## src/rtl/time_entry_loader_pkg.sv

```systemverilog
// Shared timer-chain constants: FSM state codes, BCD limits and the digit bundle type.
package time_entry_loader_pkg;
  localparam int DIGIT_W    = 4;
  localparam int NUM_DIGITS = 4;
  localparam int CNT_W      = 3;

  localparam logic [DIGIT_W-1:0] MAX_SEC_TENS = 4'd5;
  localparam logic [DIGIT_W-1:0] MAX_DIGIT    = 4'd9;

  localparam logic [1:0] ST_ENTRY  = 2'd0;
  localparam logic [1:0] ST_LOAD   = 2'd1;
  localparam logic [1:0] ST_ARMED  = 2'd2;
  localparam logic [1:0] ST_PAUSED = 2'd3;

  // [0]=sec_ones, [1]=sec_tens, [2]=min_ones, [3]=min_tens
  typedef logic [NUM_DIGITS-1:0][DIGIT_W-1:0] digits_t;

  // A loadable entry needs a legal seconds-tens digit and a nonzero value.
  function automatic logic entry_ok(input digits_t d);
    return (d[1] <= MAX_SEC_TENS) && (d != '0);
  endfunction
endpackage

```

## src/rtl/time_entry_loader_bcd_entry_shift.sv

```systemverilog
// Four-digit BCD keypad shift register; saturates at four digits, drops non-BCD codes.
module bcd_entry_shift
  import time_entry_loader_pkg::*;
(
  input  logic               clock,
  input  logic               clearn,
  input  logic               clr,
  input  logic               shift,
  input  logic [DIGIT_W-1:0] key,
  output digits_t            digits
);

  logic [CNT_W-1:0] count;
  logic             accept;

  assign accept = shift && (key <= MAX_DIGIT) && (count < CNT_W'(NUM_DIGITS));

  always_ff @(posedge clock or negedge clearn) begin
    if (!clearn) begin
      digits <= '0;
      count  <= '0;
    end else if (clr) begin
      digits <= '0;
      count  <= '0;
    end else if (accept) begin
      digits <= {digits[NUM_DIGITS-2:0], key};
      count  <= count + 1'b1;
    end
  end

endmodule

```

## src/rtl/time_entry_loader.sv

```systemverilog
// Keypad front end of the countdown chain: collects MM:SS, parallel-loads the
// counters, then gates their count enable until zero with pause/resume.
module time_entry_loader
  import time_entry_loader_pkg::*;
#(
  parameter int LOAD_CYCLES = 1
) (
  input  logic         clock,
  input  logic         clearn,
  input  logic         key_valid,
  input  logic [3:0]   key_code,
  input  logic         start,
  input  logic         stop,
  input  logic         clear_entry,
  input  logic         timer_zero,
  output logic [3:0]   data_sec_ones,
  output logic [3:0]   data_sec_tens,
  output logic [3:0]   data_min_ones,
  output logic [3:0]   data_min_tens,
  output logic         loadn,
  output logic         run,
  output logic [1:0]   state_o,
  output logic         entry_err,
  output logic         done
);

  localparam logic [1:0] LOAD_LAST = 2'(LOAD_CYCLES - 1);

  logic [1:0] state, state_nxt;
  logic [1:0] load_cnt;
  logic       clr, shift, err_nxt, done_nxt;
  digits_t    digits;

  bcd_entry_shift u_entry (
    .clock  (clock),
    .clearn (clearn),
    .clr    (clr),
    .shift  (shift),
    .key    (key_code),
    .digits (digits)
  );

  always_comb begin
    state_nxt = state;
    clr       = 1'b0;
    shift     = 1'b0;
    err_nxt   = 1'b0;
    done_nxt  = 1'b0;
    case (state)
      ST_ENTRY: begin
        if (clear_entry) clr = 1'b1;
        else if (start) begin
          if (entry_ok(digits)) state_nxt = ST_LOAD;
          else                  err_nxt   = 1'b1;
        end else shift = key_valid;
      end
      ST_LOAD: begin
        if (clear_entry) begin
          clr       = 1'b1;
          state_nxt = ST_ENTRY;
        end else if (load_cnt == LOAD_LAST) state_nxt = ST_ARMED;
      end
      ST_ARMED: begin
        if (timer_zero) begin
          clr       = 1'b1;
          done_nxt  = 1'b1;
          state_nxt = ST_ENTRY;
        end else if (stop) state_nxt = ST_PAUSED;
      end
      ST_PAUSED: begin
        if (clear_entry) begin
          clr       = 1'b1;
          state_nxt = ST_ENTRY;
        end else if (start) state_nxt = ST_ARMED;
      end
      default: state_nxt = ST_ENTRY;
    endcase
  end

  always_ff @(posedge clock or negedge clearn) begin
    if (!clearn) begin
      state     <= ST_ENTRY;
      load_cnt  <= '0;
      entry_err <= 1'b0;
      done      <= 1'b0;
    end else begin
      state     <= state_nxt;
      load_cnt  <= (state == ST_LOAD) ? load_cnt + 1'b1 : 2'd0;
      entry_err <= err_nxt;
      done      <= done_nxt;
    end
  end

  // Enable drops combinationally on zero so the chain never wraps past 00:00.
  assign run           = (state == ST_ARMED) && !timer_zero;
  assign loadn         = (state != ST_LOAD);
  assign state_o       = state;
  assign data_sec_ones = digits[0];
  assign data_sec_tens = digits[1];
  assign data_min_ones = digits[2];
  assign data_min_tens = digits[3];

endmodule

```

## config.mk

```make
export PLATFORM = sky130hd
export DESIGN_NAME = time_entry_loader
export DESIGN_NICKNAME = d
export VERILOG_FILES = /design/src/rtl/time_entry_loader_pkg.sv /design/src/rtl/time_entry_loader_bcd_entry_shift.sv /design/src/rtl/time_entry_loader.sv
export SDC_FILE = /design/constraint.sdc
export NUM_CORES = 1
export LEC_CHECK = 0
export CAP_MARGIN = 20
export CORE_ASPECT_RATIO = 0.8
export CORE_MARGIN = 2
export CORE_UTILIZATION = 47
export CTS_CLUSTER_DIAMETER = 50
export CTS_CLUSTER_SIZE = 10
export DETAILED_ROUTE_END_ITERATION = 6
export PLACE_DENSITY_LB_ADDON = 0.2
export SLEW_MARGIN = 10
export SYNTH_ARGS = -nofsm -noshare
export SYNTH_HDL_FRONTEND = slang
export SYNTH_SLANG_ARGS = --single-unit
```

## constraint.sdc

```tcl
create_clock -name clock -period 2.4 [get_ports clock]
set_clock_uncertainty 0.05 [all_clocks]
set_input_delay 0.24 -clock clock [delete_from_list [all_inputs] [get_ports clock]]
set_output_delay 0.24 -clock clock [all_outputs]
set_load 0.02 [all_outputs]
```

Word level (Yosys, flattened, before mapping)

Index checks and enable logic that the tools add are counted.

Register bits after elaboration: 25
Output and inout port bits: 22
Logic and storage cells: 61
Input bits: 11

Muxes and demuxes: 26
$lt $le $gt $ge: 3
Eq/ne operators: 10
$add $sub $neg: 2
Reductions and logical operators: 11

Operators with widths:

| cell                                                                  | count |
|---|---|
| 16-bit two-way mux                                                    | 2 |
| 2-bit two-way mux                                                     | 10 |
| 16-bit nonzero test                                                   | 1 |
| 1-bit two-way mux                                                     | 10 |
| 3-bit != test, second input constant                                  | 3 |
| 2-bit one-hot mux with 4 select lines                                 | 1 |
| 3-bit two-way mux                                                     | 2 |
| 2-bit != test, second input constant                                  | 3 |
| 6-bit AND reduction                                                   | 1 |
| 2-bit == test, second input constant                                  | 2 |
| 4-bit by 3-bit <= comparator with 1-bit output, second input constant | 1 |
| 4-bit <= comparator, second input constant                            | 1 |
| 1-bit logical AND                                                     | 4 |
| 2-bit zero test                                                       | 2 |
| 3-bit by 1-bit adder with 3-bit output, second input constant         | 1 |
| 3-bit less-than comparator, second input constant                     | 1 |
| 3-bit OR reduction                                                    | 1 |
| 2-bit by 1-bit adder with 2-bit output, second input constant         | 1 |
| 2-bit by 1-bit == test with 1-bit output, second input constant       | 1 |
| 2-bit by 1-bit != test with 1-bit output, second input constant       | 1 |
| 1-bit one-hot mux with 2 select lines                                 | 1 |
| 2-bit nonzero test                                                    | 1 |
| 1-bit zero test                                                       | 1 |

Depth between registers and ports, before layout

Gate-level depths: netlist (run 1).

Depth in word-level cells: 7
Depth in mapped cells: 6
Gate-level depth less buffers: 5

Modules after synthesis

Synthesis (run 1) repeated with hierarchy kept, for this count alone.

Cells, all modules: 118
Area, all modules: 1,267.5 um2

By module, submodules not included:

| module            | instances | seq. area each (um2) | area each (um2) | cells an instance |
|---|---|---|---|---|
| bcd_entry_shift   | 1         | 475.5                | 900.9           | 77 |
| time_entry_loader | 1         | 150.1                | 366.6           | 41 |

Worst setup path before layout (run 1)

Ideal clock, no wire load.

Path kind: flip-flop to flip-flop
Start point: register state[1], in the netlist state_o[1]
End point: register u_entry.count[0]
Path buffers: 2
Setup time: 0.127 ns
Setup slack: 0.551 ns
Period minus slack after synthesis: 1.849 ns
Required time: 2.223 ns
Data arrival time: 1.672 ns
Stages on the path, launching flop included: 6
Cells stage by stage: dfrtp_1 > buf_6 > nor4b_4 > and3_1 > buf_4 > mux2_1

Longest elaborated chain between the ends: 5
Elaborated cells on any way between the ends: 11
Classes of those cells: eq/ne (3); mux (3); reduce/logical (5)

RTL lines:

| element                                                                    | line                                    | RTL |
|---|---|---|
| start, declared                                                            | time_entry_loader.sv:29                 | `logic [1:0] state, state_nxt;` |
| start signal, assigned                                                     | time_entry_loader.sv:87                 | `state <= state_nxt;` |
| parallel branches: the longest is 5 deep, another holds 3-bit OR reduction | -                                       |  |
| end signal, assigned                                                       | time_entry_loader_bcd_entry_shift.sv:27 | `count <= count + 1'b1;` |
| end, declared                                                              | time_entry_loader_bcd_entry_shift.sv:13 | `logic [CNT_W-1:0] count;` |

Several ways; the timed one is not identified.
A chain may end at the register's enable or synchronous reset.

Worst setup path in the final report (run 1)

Start point: register state[1], in the netlist state_o[1]
End point: output port run

Longest elaborated chain between the ends: 2

RTL lines:

| element           | line                    | RTL |
|---|---|---|
| 2-bit == test     | time_entry_loader.sv:95 | `assign run = (state == ST_ARMED) && !timer_zero;` |
| 1-bit logical AND | time_entry_loader.sv:95 |  |
| end, declared     | time_entry_loader.sv:21 | `output logic run,` |

Every way passes these cells.

==> out/qor.txt, run 1 <==
status - finished clean
crit start category - flip-flop
CP arrival - 1.82 ns
Switching Fraction - 31.4%
number of buffers created by CTS - 3
CTS max path bufs - 2
hold_ws - 0.214 ns
crit path time final - 2.11 ns
clk sinks - 25
DR iter-0 viols - 42
Gate power share - 25.9%
Post-Synthesis Cells - 124
share of cells above drive strength 1 - 7.05%
setup_tns - 0 ns
Yosys cell types - 27
Worst Tran Pin Value - 0.620 ns
final WL - 2770 um
Clk pin slew, worst setup/hold paths - 0.13 ns
Clock Latency Late Sink - 0.32 ns
Die Span Y - 50.1 um
Starting Density - 50.3%
slew margin rel. - 58.6%
Synth area leaders - dfrtp_1 50%, o31ai_1 10%, nand4_1 9.0%
register area share after synthesis - 50.2%
Hold Buf Count CTS - 0
P_int - 605 uW
initial antenna violation count - 0
setup bufs post-CTS - 0
Psw - 277 uW
Vias per Instance - 5.69
DRT antenna net count - 0
largest net degree at the start of global routing - 26
cell taking the most area after synthesis - dfrtp_1
Hold Fails Final Rpt - 0
die span in x - 61.6 um
Crit. End Element - output port
row count - 16
num ports - 33
WL per Instance - 14.4 um
GRT overflow - 0
Final setup viols - 0
post-synth top area share - 50.2%
port bufs - 32
via count - 1093
Pleak - 0.677 nW
die area - 0.00308 mm2
root buf cell - clkbuf_4
htree depth - 1
clock power share - 20.6%
fin. max-slew vios - 0
GR Util All Layers - 20.4%
Ant. Diodes - 0
Peak VDD IR - 0.308 mV
flops & latches, synth - 25
nets - 170
first drt pass iteration count - 4
Post-Synthesis Net Count - 137
critical-path maximum fanout - 11
DRC Markers - 0
first-pass GRT wire length - 4680 um
Power Density - 544 mW/mm2
fill count - 213
Min-Delay Path Class - in2async
crit path kind - reg2out
mapped cell area - 0.00125 mm2
vias in the first global route - 1004
Final Wtd Congestion - 0.859
Max Fclk - 475 MHz
cts repair resizes - 0
CTS tree - done
DP HPWL - 1980 um
Seq pwr share - 53.5%
Max-Cap Viols - 0
core area - 0.00248 mm2
worst slack at placement - 0.560 ns
Mean Syn Cell Area - 10.1 um2
Area Growth Syn to Fin - 30.0%
Setup WS post-layout - 0.294 ns
YS warnings - 0
Period Utilization, post-route - 87.8%
RSZ-0062 raised after global routing - no
Crit path required time - 2.11 ns
[cells in the mapped netlist (all sizes together)]
library cell / number
dfrtp: 25
inv: 21
nand2b: 3
a211oi: 2
a41o: 1
nor4: 5
ha: 2
a21oi: 1
mux2: 2
nor2: 6
clkbuf: 3
o31ai: 17
a21o: 1
o22ai: 2
nor4b: 1
and3: 1
nand3b: 1
and3b: 1
buf: 6
a41oi: 1
a211o: 1
nand2: 2
nand4: 18
o21ai: 1
[layout by cell type, fill, tap and decap left out, drive strengths merged, types with 2 or more instances in the layout]
| cell | n |
|---|---|
| nand4 | 18 |
| mux2 | 2 |
| o22ai | 2 |
| clkdlybuf4s50 | 32 |
| o31ai | 17 |
| inv | 21 |
| ha | 2 |
| clkbuf | 3 |
| dfrtp | 25 |
| buf | 5 |
| nor2 | 6 |
| nand2b | 3 |
| nand2 | 2 |
| nor4 | 5 |
| a211oi | 2 |
[per-layer routing]
layer	wire length, um	global-route usage, %	up-vias
met2	1250	31.6	39
met4	31	5.67	0
met1	1310	27.9	531
met5	0	0	-
li1	-	-	519
met3	177	5.51	4
[cells by family (layout without fill, tap and decap cells)]
group / count (synthesis) / count (layout) / share of synthesized area, %
AOI/OAI and AO/OA: 27 / 27 / 16.0
buffers and inverters: 30 / 62 / 10.8
adders and majority gates: 2 / 2 / 2.01
muxes: 2 / 2 / 1.81
and+or+nand+nor: 38 / 38 / 19.2
DFF: 25 / 25 / 50.2
[through the flow]
stage | instances | power (mW) | area, um2 | util, %
3_3_place_gp | 188 | 0.703 | 1590 | 64.2
3_5_place_dp | 188 | 0.708 | 1590 | 64.2
6_report | 192 | 0.882 | 1620 | 65.3
2_1_floorplan | 124 | 0.615 | 1250 | -
5_1_grt | 192 | 0.933 | 1620 | 65.3
4_1_cts | 192 | 0.890 | 1620 | 65.3
[worst paths after layout]
path                             start                 to  slack [ns]  cells after the start
setup / recovery            state_o[1]                run        0.29                      3
hold / removal                  clearn          entry_err        0.21                      2
setup reg to reg            state_o[1]  u_entry.digits[7]        0.68                      3
hold reg to reg            load_cnt[0]        load_cnt[0]        0.38                      1
max in group asynchronous       clearn  u_entry.digits[8]        1.85                      2
min in group clock         load_cnt[0]        load_cnt[0]        0.38                      1
[power groups by stage]
stage / Clock [mW] / Combinational, mW / Sequential, mW
after floorplan: 0 / 0.126 / 0.490
after global placement: 0 / 0.224 / 0.479
after detailed placement: 0 / 0.228 / 0.480
after CTS: 0.189 / 0.229 / 0.472
after global routing: 0.208 / 0.247 / 0.478
final: 0.182 / 0.228 / 0.472
[cell type report]
| class | instances | area (um2) | share of cell area [%] |
|---|---|---|---|
| Tap cell | 36 | 45.0 | 2.78 |
| Multi-Input combinational cell | 69 | 487 | 30.0 |
| Clock inverter | 1 | 5.00 | 0.309 |
| Inverter | 21 | 78.8 | 4.86 |
| Timing Repair Buffer | 37 | 358 | 22.1 |
| Sequential cell | 25 | 626 | 38.6 |
| Clock buffer | 3 | 22.5 | 1.39 |
[worst max-delay path, cell delays in order, from the launching register on]
cell,delay [ns]
dfrtp_1,0.59
nand2b_1,0.18
nor2_1,0.12
clkdlybuf4s50_1,0.61
[flip-flops by register name, indices dropped and copies added, names as in the netlist]
name / count
u_entry.digits: 16
u_entry.count: 3
load_cnt: 2
state_o: 2
done: 1
entry_err: 1
Power figures use the tool's default switching activity.
==> inputs of run 2 (changes only) <==
- CORE_UTILIZATION: 47 -> 45
- CTS_CLUSTER_DIAMETER: 50 -> 60
==> run 2 against run 1 <==
Critical path depth did not move. Hold slack improved by 0.013 ns. First-iteration DRC count rose by 17%. Sequential cell count did not move. Wire length rose by 5.6%. Final area barely moved. Register-to-register slack barely moved. Die area rose by 4.1%. Total power rose by 0.34%. Sequential power barely moved. Critical endpoint unchanged. Highest routed layer unchanged.
==> out/qor.txt, run 2 (synthesis gave the netlist of run 1 again) <==
Worst Tran Pin Value - 0.615 ns (-0.00524 ns)
Hold Buf Count CTS - 0 (unchanged)
setup bufs post-CTS - 0 (unchanged)
CTS tree - done
GRT overflow - 0 (unchanged)
Area Growth Syn to Fin - 30.1% (about the same)
routed wl met2 - 1330 um (+5.7%)
hold_ws - 0.227 ns (+0.0132 ns)
Ant. Diodes - 0 (unchanged)
cts repair resizes - 0 (unchanged)
core area - 0.00270 mm2 (+8.8%)
Pleak - 0.675 nW (-0.40%)
crit path time final - 2.09 ns (-0.0137 ns)
htree depth - 1 (unchanged)
GR Util All Layers - 19.5% (-0.96 points)
commonest cells after routing, fill and taps aside - 32 x clkdlybuf4s50_1, 25 x dfrtp_1, 21 x inv_1
Vias per Instance - 5.67 (-0.40%)
worst slack at placement - 0.549 ns (-0.0106 ns)
Peak VDD IR - 0.220 mV (-29%)
slew margin rel. - 59.0% (+0.35 points)
initial antenna violation count - 0 (unchanged)
CP arrival - 1.80 ns (-0.02 ns)
setup_tns - 0 ns (unchanged)
die area - 0.00321 mm2 (+4.1%)
die span in x - 62.9 um (+2.1%)
Largest register FFs - 16 (unchanged)
WL met3 - 174 um (-1.7%)
Min-Delay Path Class - in2async
vias in the first global route - 1035 (+3.1%)
Post-Route Utilization - 60.1% (-5.2 points)
Crit. End Element - output port
status - finished clean
placed cell count - 190 (+1.1%)
crit path kind - reg2out
first drt pass iteration count - 4 (unchanged)
Max-Cap Viols - 0 (unchanged)
port bufs - 32 (unchanged)
fin. max-slew vios - 0 (unchanged)
RSZ-0062 raised after global routing - no
post-route insts no fill - 194 (+1.0%)
first-pass GRT wire length - 4950 um (+5.9%)
Hold Fails Final Rpt - 0 (unchanged)
Clk pin slew, worst setup/hold paths - 0.13 ns (about the same)
Die Span Y - 51.1 um (+2.0%)
Top Metal Used - met4
largest net degree at the start of global routing - 26 (unchanged)
number of buffers created by CTS - 3 (unchanged)
Power Density - 545 mW/mm2 (+0.26%)
critical-path maximum fanout - 11 (unchanged)
DRC Markers - 0 (unchanged)
root buf cell - clkbuf_4
Max Fclk - 478 MHz (+0.66%)
Period Utilization, post-route - 87.2% (-0.57 points)
Setup WS post-layout - 0.307 ns (+0.0137 ns)
Final Cell Area - 0.00162 mm2 (about the same)
commonest non-fill, non-tap cell in the layout - clkdlybuf4s50_1
clk sinks - 25 (unchanged)
total power - 885 uW (+0.34%)
Final setup viols - 0 (unchanged)
Starting Density - 46.2% (-4.1 points)
most flop-heavy register - u_entry.digits
top flop regs - u_entry.digits: 16 flops, u_entry.count: 3 flops
share of cells above drive strength 1 - 6.41% (-0.64 points)
CTS max path bufs - 2 (unchanged)
DP HPWL - 2060 um (+3.7%)
Post-DP Area - 0.00160 mm2 (+0.16%)
DRT antenna net count - 0 (unchanged)
row count - 17 (+1)
WL per Instance - 15.1 um (+4.5%)
DR iter-0 viols - 49 (+17%)
via count - 1100 (+0.64%)
final WL - 2930 um (+5.6%)
Clock Latency Late Sink - 0.30 ns (-0.02 ns)
num ports - 33 (unchanged)
Crit path required time - 2.11 ns (about the same)
Final Wtd Congestion - 0.821 (-4.5%)
nets - 170 (unchanged)
crit start category - flip-flop
met1 wire length - 1390 um (+6.6%)
run 2: cell types whose count changed in the layout (fill, tap and decap cells not counted), sizes merged:
cell    delta
clkinv     -1
clkbuf     +1
run 2: power by group:
part / internal [mW] / total [mW] / switching, mW
Sequential: 0.444 / 0.473 / 0.0293
Clock: 0.0647 / 0.182 / 0.118
Combinational: 0.0989 / 0.230 / 0.131
Total: 0.607 / 0.885 / 0.278
run 2: routing by layer:
layer / GRT usage, % / vias to the layer above
met5: 0 / -
met4: 6.67 / 0
met3: 3.74 / 4
met2: 30.1 / 34
met1: 27.5 / 541
li1: - / 521
run 2: critical path, cell delays in order, from the launching register on:
cell and delay, ns:
dfrtp_1 0.60, nand2b_1 0.18, nor2_1 0.11, clkdlybuf4s50_1 0.60
run 2: final timing paths:
| kind | end | cells past startpoint | slack [ns] | from |
|---|---|---|---|---|
| min reg2reg | load_cnt[0] | 1 | 0.39 | load_cnt[0] |
| max | run | 3 | 0.31 | state_o[1] |
| max in group asynchronous | u_entry.digits[7] | 2 | 1.83 | clearn |
| min | entry_err | 2 | 0.23 | clearn |
| min in group clock | load_cnt[0] | 1 | 0.39 | load_cnt[0] |
| max reg2reg | u_entry.count[1] | 3 | 0.69 | state_o[1] |
run 2: area by class of cell:
cell class | instances | area (um2)
fillers | 242 | 1080
flip-flops and latches | 25 | 626
multi-input cells | 69 | 487
repair buffers | 37 | 358
inverters | 21 | 78.8
well taps | 38 | 47.5
clock buffers | 4 | 26.3
